--- config.mk ---
export PLATFORM = sky130hd
export DESIGN_NAME = fifo_sync_cfg
export DESIGN_NICKNAME = d
export VERILOG_FILES = /design/src/rtl/fifo_sync_cfg.sv
export SDC_FILE = /design/constraint.sdc
export NUM_CORES = 1
export LEC_CHECK = 0
export ABC_AREA = 1
export BUFFER_PORTS_ARGS = -buffer_cell sky130_fd_sc_hd__buf_4
export CORE_UTILIZATION = 58
export DETAILED_ROUTE_END_ITERATION = 12
export GPL_TIMING_DRIVEN = 0
export PLACE_DENSITY_LB_ADDON = 0.3
export SETUP_SLACK_MARGIN = 0.1
export SYNTH_ARGS = -nofsm -noshare
export SYNTH_HDL_FRONTEND = slang
export SYNTH_SLANG_ARGS = --single-unit
--- constraint.sdc ---
create_clock -name i_clk -period 2.2 [get_ports i_clk]
set_input_delay 0.44 -clock i_clk [delete_from_list [all_inputs] [get_ports i_clk]]
set_output_delay 0.44 -clock i_clk [all_outputs]
set_load 0.005 [all_outputs]
--- src/rtl/fifo_sync_cfg.sv ---
`default_nettype none
//==============================================================================
// Module   : fifo_sync_cfg
// Purpose  : Single-clock parametrised FIFO with selectable standard or
//            first-word-fall-through read, occupancy count, programmable
//            almost-full/almost-empty thresholds and sticky overflow/underflow
//            error flags. Both ports share one clock, so no pointer
//            synchronisation is needed.
// Ports    : i_clk            rising-edge clock
//            i_rst            synchronous active-high reset
//            i_wr_inc         write request
//            i_wr_data        write data
//            i_rd_inc         read/pop request
//            i_clr_err        clears o_overflow / o_underflow
//            o_rd_data        read data
//            o_rd_valid       o_rd_data qualifier
//            o_full           count == DEPTH
//            o_empty          count == 0
//            o_almost_full    count >= AFULL_LVL
//            o_almost_empty   count <= AEMPTY_LVL
//            o_count          words stored, 0..DEPTH
//            o_overflow       sticky: write attempted while full
//            o_underflow      sticky: read attempted while empty
// Revision : 1.0  initial release
//==============================================================================
module fifo_sync_cfg #(
   parameter int DATA_WIDTH = 8,
   parameter int ADDR_WIDTH = 3,
   parameter int AFULL_LVL  = 6,
   parameter int AEMPTY_LVL = 1,
   parameter int FWFT       = 0
) (
   input  logic                  i_clk,
   input  logic                  i_rst,
   input  logic                  i_wr_inc,
   input  logic [DATA_WIDTH-1:0] i_wr_data,
   input  logic                  i_rd_inc,
   input  logic                  i_clr_err,
   output logic [DATA_WIDTH-1:0] o_rd_data,
   output logic                  o_rd_valid,
   output logic                  o_full,
   output logic                  o_empty,
   output logic                  o_almost_full,
   output logic                  o_almost_empty,
   output logic [ADDR_WIDTH:0]   o_count,
   output logic                  o_overflow,
   output logic                  o_underflow
);

   localparam int                  c_DEPTH     = 2**ADDR_WIDTH;
   localparam logic [ADDR_WIDTH:0] c_DEPTH_CNT = c_DEPTH[ADDR_WIDTH:0];
   localparam logic [ADDR_WIDTH:0] c_AFULL     = AFULL_LVL[ADDR_WIDTH:0];
   localparam logic [ADDR_WIDTH:0] c_AEMPTY    = AEMPTY_LVL[ADDR_WIDTH:0];
   localparam logic [ADDR_WIDTH:0] c_CNT_ONE   = {{ADDR_WIDTH{1'b0}}, 1'b1};
   localparam logic [ADDR_WIDTH-1:0] c_PTR_ONE = {{(ADDR_WIDTH-1){1'b0}}, 1'b1};

   logic [DATA_WIDTH-1:0] r_mem [c_DEPTH];
   logic [ADDR_WIDTH-1:0] r_wptr;
   logic [ADDR_WIDTH-1:0] r_rptr;
   logic [ADDR_WIDTH:0]   r_count;
   logic                  r_full;
   logic                  r_empty;
   logic                  r_almost_full;
   logic                  r_almost_empty;
   logic                  r_overflow;
   logic                  r_underflow;

   logic                  w_wr_acc;
   logic                  w_rd_acc;
   logic [ADDR_WIDTH:0]   w_count_nxt;

   // Acceptance looks only at the registered flags, so a pop in the same
   // cycle never makes room for a write into a full FIFO (and vice versa).
   assign w_wr_acc = i_wr_inc & ~r_full;
   assign w_rd_acc = i_rd_inc & ~r_empty;

   always_comb begin
      w_count_nxt = r_count;
      if (w_wr_acc && !w_rd_acc) begin
         w_count_nxt = r_count + c_CNT_ONE;
      end else if (!w_wr_acc && w_rd_acc) begin
         w_count_nxt = r_count - c_CNT_ONE;
      end
   end

   // Storage has no reset: after a reset the pointers make old words unreachable.
   always_ff @(posedge i_clk) begin
      if (!i_rst && w_wr_acc) begin
         r_mem[r_wptr] <= i_wr_data;
      end
   end

   always_ff @(posedge i_clk) begin
      if (i_rst) begin
         r_wptr         <= '0;
         r_rptr         <= '0;
         r_count        <= '0;
         r_full         <= 1'b0;
         r_empty        <= 1'b1;
         r_almost_full  <= 1'b0;
         r_almost_empty <= 1'b1;
         r_overflow     <= 1'b0;
         r_underflow    <= 1'b0;
      end else begin
         if (w_wr_acc) begin
            r_wptr <= r_wptr + c_PTR_ONE;
         end
         if (w_rd_acc) begin
            r_rptr <= r_rptr + c_PTR_ONE;
         end
         r_count        <= w_count_nxt;
         r_full         <= (w_count_nxt == c_DEPTH_CNT);
         r_empty        <= (w_count_nxt == '0);
         r_almost_full  <= (w_count_nxt >= c_AFULL);
         r_almost_empty <= (w_count_nxt <= c_AEMPTY);
         // A new error in the same cycle as a clear keeps the flag set.
         r_overflow     <= (i_wr_inc & r_full)  | (r_overflow  & ~i_clr_err);
         r_underflow    <= (i_rd_inc & r_empty) | (r_underflow & ~i_clr_err);
      end
   end

   generate
      if (FWFT != 0) begin : g_fwft
         // Head word is presented continuously; a pop advances to the next.
         assign o_rd_data  = r_mem[r_rptr];
         assign o_rd_valid = ~r_empty;
      end else begin : g_std
         logic [DATA_WIDTH-1:0] r_rd_data;
         logic                  r_rd_valid;

         always_ff @(posedge i_clk) begin
            if (i_rst) begin
               r_rd_data  <= '0;
               r_rd_valid <= 1'b0;
            end else begin
               r_rd_valid <= w_rd_acc;
               if (w_rd_acc) begin
                  r_rd_data <= r_mem[r_rptr];
               end
            end
         end

         assign o_rd_data  = r_rd_data;
         assign o_rd_valid = r_rd_valid;
      end
   endgenerate

   assign o_full         = r_full;
   assign o_empty        = r_empty;
   assign o_almost_full  = r_almost_full;
   assign o_almost_empty = r_almost_empty;
   assign o_count        = r_count;
   assign o_overflow     = r_overflow;
   assign o_underflow    = r_underflow;

endmodule
`default_nettype wire

; Word-level counts from Yosys, hierarchy flattened
; Memories as Yosys holds them, arrays and structs flattened. A register that Yosys moved wholly into a read port is not among the register bits.
; Cells that the tools add are included.
[classes]
addsub = 4
magnitude_cmp = 2
n_eq_ne = 1
n_mux = 4
n_bitwise = 11
n_reduce_logical = 7
[op_table]
columns = cell, count
row1 = $mux W4, 2
row2 = $add A3 B1 Y3 const B, 2
row3 = $and A1 B1 Y1, 6
row4 = $add A4 B1 Y4 const B, 1
row5 = $eq A4 B4 Y1 const B, 1
row6 = $ge A4 B3 Y1 const B, 1
row7 = $le A4 B1 Y1 const B, 1
row8 = $logic_not A4 Y1, 1
row9 = $sub A4 B1 Y4 const B, 1
row10 = $logic_and A1 B1 Y1, 3
row11 = $logic_not A1 Y1, 3
row12 = $not A1 Y1, 3
row13 = $mux W1, 2
row14 = $or A1 B1 Y1, 2
[word_totals]
regBits = 17
ram_bits = 64
input_bits = 13
output_inout_bits = 19
n_memories = 1
[mem_list]
columns = name, depth, word_bits, rd, rd_ports_with_merged_regs, wr, line_no
row1 = r_mem, 8, 8, 1, 1, 1, 57  ; logic [DATA_WIDTH-1:0] r_mem [c_DEPTH];

; Longest topological paths before layout
; Gate-level depths: netlist of the first run.
[depth]
word_depth = 7
depth_mapped = 9

; Worst setup path before layout of the first run
; No wires, ideal clock.
[synth_timing]
kind = input -> register
from = input port i_rst
to = memory r_mem[0][0] (enable)
arrival_ps = 1491
slack_ps = 326
path_stages = 4
path_buffers = 1
cell_sequence = inv_1 > clkbuf_1 > nand2_1 > nor3_1
[synth_via]
elab_chain_cells = 4
[synth_rtl]
columns = item, line_no
row1 = start: declaration, 34  ; input logic i_rst,
row2 = $logic_not A1 Y1, 88  ; if (!i_rst && w_wr_acc) begin
row3 = $logic_and A1 B1 Y1, 88
row4 = $mux W1, 88
row5 = $mux W1 (not written as such), 89  ; r_mem[r_wptr] <= i_wr_data;
row6 = end: declaration, 57
; No other way between the ends.

; Worst setup path in the final report of the first run
[layout_timing]
from = input port i_rst
to = memory r_mem[3][7] (enable)
; Same word-level chain as after synthesis.

==> metrics.md, run 1 <==
| Metric | Value |
|---|---|
| Run status | completed |
| Internal | 2880 uW |
| Arrival time worst endpoint | 2.05 ns |
| Synthesized Nets | 368 |
| Post-synth cell types | 21 |
| Die Area | 6570 um2 |
| Buffer levels on the longest clock path | 2 |
| Rows | 28 |
| Source of the critical timing path | i_rst |
| Clock power share | 0.299 |
| Maximum achievable frequency | 0.482 GHz |
| Mean instance size in the synthesized netlist | 10.3 um2 |
| Router iterations before antenna repair | 5 |
| I/O pin count | 32 |
| Period minus WS final | 2.07 ns |
| Sequential share of power | 0.498 |
| Area of all sequential standard cells | 2420 um2 |
| Crit share post-route | 0.943 |
| Die span in y | 81.0 um |
| Launch point of the worst reg-to-reg path | o_full$_SDFF_PP0_ |
| Root Driver | clkbuf_8 |
| Starting density of the core | 0.608 |
| Unrepaired setup endpoints after global routing | yes |
| Setup CP Type | in -> reg |
| Number of instances in the synthesized netlist | 351 |
| Area delta synth->final | 15.7% |
| Total routing usage reported by global routing | 0.254 |
| Worst supply voltage drop on vdd | 0.597 mV |
| Pin slew with the least headroom to its limit | 0.892 ns |
| Average wire length per cell after detail routing | 16.5 um |
| Total of max-cap violations | 0 |
| Worst setup timing slack at the placement stage | -0.550 ns |
| Fraction of final layout cells with drive strength greater than 1 | 0.178 |
| Power Density | 952 nW/um2 |
| Total grt overflow | 0 |
| Multi-input combinational cell area | 1060 um2 |
| GPL Wtd Cong | 0.862 |
| Max-slew violation count | 0 |
| Sinks on Clock Net | 89 |
| Multiplexer fraction of the synthesized cell area | 0 |
| Maximum fanout along the worst path | 10 |
| Hold path startpoint | i_rst |
| Largest family of logic cells by synthesized area | simple AND/OR/NAND/NOR gates |
| Number of antenna violations at the first check in global routing | 0 |
| Proportion of power drawn by combinational gates | 0.202 |
| Worst-skew pair later-pin latency | 0.35 ns |
| Routed vias | 2644 |
| Worst hold path type | in -> reg |
| Starting DRT DRC Count | 209 |
| IO Port Bufs | 31 |
| Total wire length after detailed routing | 7810 um |
| Sequential element share of the synthesized area | 0.669 |
| First-pass GRT wire length | 11700 um |
| Num CTS Buffers | 9 |
| Worst Path Required | 2.17 ns |
| Compound-gate portion of the synthesized area | 0.0843 |
| Die X | 81.0 um |
| Pin count of the biggest net entering global routing | 15 |
| Register bit total from synthesis | 89 |
| Warnings, synthesis | 0 |
| TritonCTS clock tree | built |
| Placed wire-length estimate | 5070 um |
| Number of buffers added for setup after CTS | 0 |
| Register clock-pin slew on the reported worst setup and hold paths | 0.08 ns |
| Sort of element at the end of the critical path | flop |
| Final worst clock skew | 0.0111 ns |
| Leakage power | 0.00164 uW |
| Count of unresolved DRC violations after routing | 0 |
| Total Nets Final | 410 |
| Total inserted antenna cells | 0 |
| Min setup slack post-route | 0.125 ns |
| Adder-Cell Fraction of Synth Area | 0.0138 |
| Reported net switching power | 1110 uW |
| Synth Area in XOR/XNOR | 0 |
| Remaining max-slew budget at the tightest pin | 0.403 |
| Worst hold-check slack | 0.278 ns |
| Total of fill cells in the finished design | 419 |
| Core region area | 5960 um2 |
| Number of hold violations in the final report | 0 |
| Number of global-route vias before repair | 2473 |
| Fraction of the mapped netlist area in simple logic gates | 0.190 |
| Crit path launch type | primary input |
| Final setup violating endpoints | 0 |
| Ratio of routed vias to standard cells | 5.59 |
| Switch share | 0.279 |
| Number of nets with antenna violations after routing | 0 |
| Deepest level of the CTS H-tree | 3 |
| Cell area after synthesis | 3620 um2 |
[synthesized netlist by cell type]
library cell | number | area [um2]
clkinv_1 | 1 | 3.75
edfxtp_1 | 64 | 1920
nand3_2 | 2 | 20.0
nand2_2 | 4 | 25.0
ha_1 | 4 | 50.1
nor3_1 | 4 | 20.0
o21ai_1 | 5 | 25.0
o21ai_0 | 39 | 195
nor2_1 | 73 | 274
nand3_1 | 28 | 140
nand2_1 | 44 | 165
nand4_1 | 3 | 18.8
inv_1 | 19 | 71.3
clkbuf_1 | 4 | 15.0
buf_2 | 6 | 30.0
nor2_2 | 2 | 12.5
a21oi_1 | 17 | 85.1
inv_2 | 2 | 7.51
nor2_4 | 1 | 11.3
buf_4 | 4 | 30.0
dfxtp_1 | 25 | 500
[critical path, stage by stage]
cell and delay, ns:
buf_4 0.13, inv_1 0.10, clkbuf_1 0.38, nand3_1 0.26
nor2_1 0.73
[cell type report]
class                      instances  share of cell area
multi-input combinational        226               0.254
clock buffer                      14              0.0439
clock inverter                     2             0.00836
sequential                        89               0.578
tap                               75              0.0224
timing repair buffer              31              0.0555
buffer                            14              0.0179
inverter                          22              0.0197
[stage by stage]
step / total power, uW / area (um2) / cells / setup TNS (ns) / util
5_1_grt: 4160 / 4190 / 473 / 0 / 0.704
6_report: 3990 / 4190 / 473 / 0 / 0.704
3_3_place_gp: 2790 / 3950 / 457 / -18.89 / 0.663
4_1_cts: 3980 / 4170 / 473 / -5.23 / 0.700
3_5_place_dp: 2820 / 3950 / 457 / -21.77 / 0.663
2_1_floorplan: 2510 / 3620 / 351 / 0 / -
[cells in the final DEF (no fill, tap or decap), types with 3 or more instances in the layout]
master    synthesis  final
dfxtp_1          25     25
clkbuf_8          0     11
nor3_2            0      4
buf_2             6      6
nand2_1          44     44
clkbuf_1          4      6
inv_1            19     19
ha_1              4      4
o21ai_0          39     39
nor2_1           73     72
nand2_2           4      4
nand3_1          28     28
buf_4             4     35
nand4_1           3      3
o21ai_1           5      5
edfxtp_1         64     64
a21oi_1          17     17
nor2_2            2      3
[cells by family after synthesis]
logic type | count (synthesis)
flops | 89
fa+ha+maj | 4
buf+inv | 36
compound gates | 61
simple gates | 161
[power groups by stage]
stage	sequential (uW)	clock (uW)	combinational (uW)
detailed placement	2020	0	795
global route	2000	1260	904
global placement	2020	0	769
finish	1990	1190	807
CTS	1980	1190	798
floorplan	2020	0	493
[registers in the layout, indices dropped and copies added (netlist names)]
name,cells
o_almost_empty,1
o_almost_full,1
o_count,4
o_empty,1
o_full,1
o_overflow,1
o_rd_data,8
o_rd_valid,1
o_underflow,1
r_mem,64
r_rptr,3
r_wptr,3
[metal layers]
metal,part of all wire,GRT usage,wire length [um],vias up
met4,0.015,0.129,114,0
met5,0,0,0,-
met3,0.095,0.0652,740,14
li1,-,-,-,1278
met2,0.48,0.403,3730,140
met1,0.41,0.325,3230,1212
[path summary, 6_finish.rpt]
check             cells after the start                      to  slack (ns)
hold reg to reg                       2  o_underflow$_SDFF_PP0_        0.46
setup / recovery                      5   r_mem[3][7]$_DFFE_PP_        0.13
hold / removal                        2  o_underflow$_SDFF_PP0_        0.28
setup reg to reg                      3   r_mem[3][7]$_DFFE_PP_        0.28
[timing repair]
item / 4_1_cts / 5_1_grt
setup endpoints to repair: 32 / 24
hold buffers: 0 / 0
resized for setup: 0 / 1
(Power assumes the default switching activity.)
==> run 2: changes to the inputs <==
- CORE_UTILIZATION: 58 -> 53
- clock period: 2.2 -> 1.9 ns (I/O delays scaled with it)
==> metrics.md, run 2 (synthesis results as in run 1) <==
| Metric | Value |
|---|---|
| Worst-skew pair later-pin latency | 0.36 ns (about the same) |
| Maximum achievable frequency | 0.525 GHz |
| Sort of element at the end of the critical path | flop |
| Fraction of final layout cells with drive strength greater than 1 | 0.196 (+0.0176) |
| Worst supply voltage drop on vdd | 0.752 mV (+26%) |
| Routed vias | 2690 (+1.7%) |
| Number of nets with antenna violations after routing | 0 (unchanged) |
| Worst hold path type | in -> reg |
| Total length of routed met2 wires | 4160 um (+12%) |
| Most common cell after layout, fill and taps aside | nor2_1 |
| Sinks on Clock Net | 89 (unchanged) |
| Period minus WS final | 1.91 ns |
| TritonCTS clock tree | built |
| Leakage power | 0.00166 uW (+1.7%) |
| Maximum fanout along the worst path | 8 (-2) |
| Violations in the final reports | setup timing |
| Die Area | 7170 um2 (+9.2%) |
| Total of max-cap violations | 0 (unchanged) |
| Worst setup timing slack at the placement stage | -0.797 ns (-0.246 ns) |
| Buffer levels on the longest clock path | 2 (unchanged) |
| IO Port Bufs | 31 (unchanged) |
| Arrival time worst endpoint | 1.90 ns (-0.15 ns) |
| Rows | 29 (+3.6%) |
| Power Density | 1060 nW/um2 (+11%) |
| Number of hold violations in the final report | 0 (unchanged) |
| DR top layer | met4 |
| Remaining max-slew budget at the tightest pin | 0.620 (+0.217) |
| Final Total Pwr | 4490 uW (+13%) |
| Number of antenna violations at the first check in global routing | 0 (unchanged) |
| GPL Wtd Cong | 0.824 (-4.4%) |
| Router iterations before antenna repair | 5 (unchanged) |
| Run status | finished, violations left |
| Starting density of the core | 0.561 (-0.0474) |
| Core region area | 6460 um2 (+8.4%) |
| Total wire length after detailed routing | 8480 um (+8.6%) |
| Final worst clock skew | 0.0125 ns (+0.00143 ns) |
| Largest register FFs | 64 (unchanged) |
| Worst hold-check slack | 0.210 ns (-0.0683 ns) |
| Starting DRT DRC Count | 299 (+43%) |
| Max-slew violation count | 0 (unchanged) |
| Ratio of routed vias to standard cells | 5.60 (+0.26%) |
| Die span in y | 84.7 um (+4.5%) |
| Pin slew with the least headroom to its limit | 0.569 ns (-0.322 ns) |
| Area delta synth->final | 17.6% |
| Root Driver | clkbuf_8 |
| Total grt overflow | 0 (unchanged) |
| Crit share post-route | 1.00 |
| Total inserted antenna cells | 0 (unchanged) |
| First-pass GRT wire length | 12400 um (+5.3%) |
| Number of global-route vias before repair | 2500 (+1.1%) |
| Met3 wire length | 579 um (-22%) |
| Final setup violating endpoints | 5 (+5) |
| Min setup slack post-route | -0.00626 ns (-0.132 ns) |
| Pin count of the biggest net entering global routing | 15 (unchanged) |
| Deepest level of the CTS H-tree | 3 (unchanged) |
| Setup CP Type | reg -> reg |
| Total routing usage reported by global routing | 0.237 (-0.0179) |
| I/O pin count | 32 (unchanged) |
| Register name with the most flops | r_mem |
| Register clock-pin slew on the reported worst setup and hold paths | 0.08 ns (about the same) |
| Num CTS Buffers | 9 (unchanged) |
| Worst Path Required | 1.90 ns (-0.27 ns) |
| Unrepaired setup endpoints after global routing | yes |
| Crit path launch type | flop |
| Die X | 84.7 um (+4.5%) |
| Total of fill cells in the finished design | 478 (+14%) |
| Routed metal-1 wirelength | 3460 um (+7.1%) |
| Top library cells by usage in the layout, fill and taps aside | nor2_1, edfxtp_1, nand2_1 |
| Count of unresolved DRC violations after routing | 0 (unchanged) |
| Placed wire-length estimate | 5180 um (+2.2%) |
| Average wire length per cell after detail routing | 17.7 um (+7.0%) |
| Total Nets Final | 415 (+1.2%) |
==> run 2: changes by cell type in the layout (fill, tap and decap cells not counted) <==
cell,change
clkbuf_8,-2
nor2_2,+3
nor3_4,+4
buf_4,+2
buf_12,+3
nor3_2,-4
nor2_1,-3
inv_4,+1
clkbuf_2,+2
bufinv_16,-1
==> run 2: path summary, 6_finish.rpt <==
path	to	slack, ns	depth (start not counted)	from
max	r_mem[1][5]$_DFFE_PP_	-0.006	2	r_wptr[0]$_SDFFE_PP0N_
min	o_underflow$_SDFF_PP0_	0.21	2	i_rst
max reg2reg	r_mem[1][5]$_DFFE_PP_	-0.006	2	r_wptr[0]$_SDFFE_PP0N_
min reg2reg	o_overflow$_SDFF_PP0_	0.46	2	o_overflow$_SDFF_PP0_
==> run 2: critical path: stages, from the launching register on <==
cell,delay (ns)
dfxtp_1,0.68
nand3_1,0.34
nor2_2,0.51
==> run 2: layout make-up <==
class,count,area (um2),area share
Timing Repair Buffer,36,308,0.0723
Tap cell,77,96.3,0.0226
Clock buffer,14,166,0.0391
Buffer,14,75.1,0.0176
Inverter,22,82.6,0.0194
Sequential cell,89,2420,0.569
Multi-Input combinational cell,226,1100,0.258
Clock inverter,2,11.3,0.00264
==> run 2: per-layer routing <==
layer | vias to the layer above | track usage
met2 | 126 | 0.367
met3 | 26 | 0.0511
met1 | 1248 | 0.304
met5 | - | 0
li1 | 1290 | -
met4 | 0 | 0.148
==> run 2: repair_timing <==
item	4_1_cts	5_1_grt
buffers inserted	0	5
pin swaps	0	2
hold buffers	0	0
setup endpoints to repair	64	56
resized for setup	5	7
==> run 2: through the flow <==
| stage | instance area, um2 | utilization | std cells | setup TNS, ns |
|---|---|---|---|---|
| after global routing | 4260 | 0.659 | 480 | -0.972 |
| final | 4260 | 0.659 | 480 | -0.0231 |
| after global placement | 3950 | 0.612 | 459 | -31.51 |
| after detailed placement | 3950 | 0.612 | 459 | -33.83 |
| after floorplan | 3620 | - | 351 | 0 |
| after CTS | 4150 | 0.642 | 475 | -4.46 |
==> run 2: where the power goes <==
part | leakage, uW | internal, uW | switching [uW] | total, uW
Combinational | 0.000784 | 378 | 604 | 981
Sequential | 0.000784 | 2210 | 103 | 2310
Clock | 0.0000961 | 567 | 635 | 1200
Total | 0.00166 | 3150 | 1340 | 4490
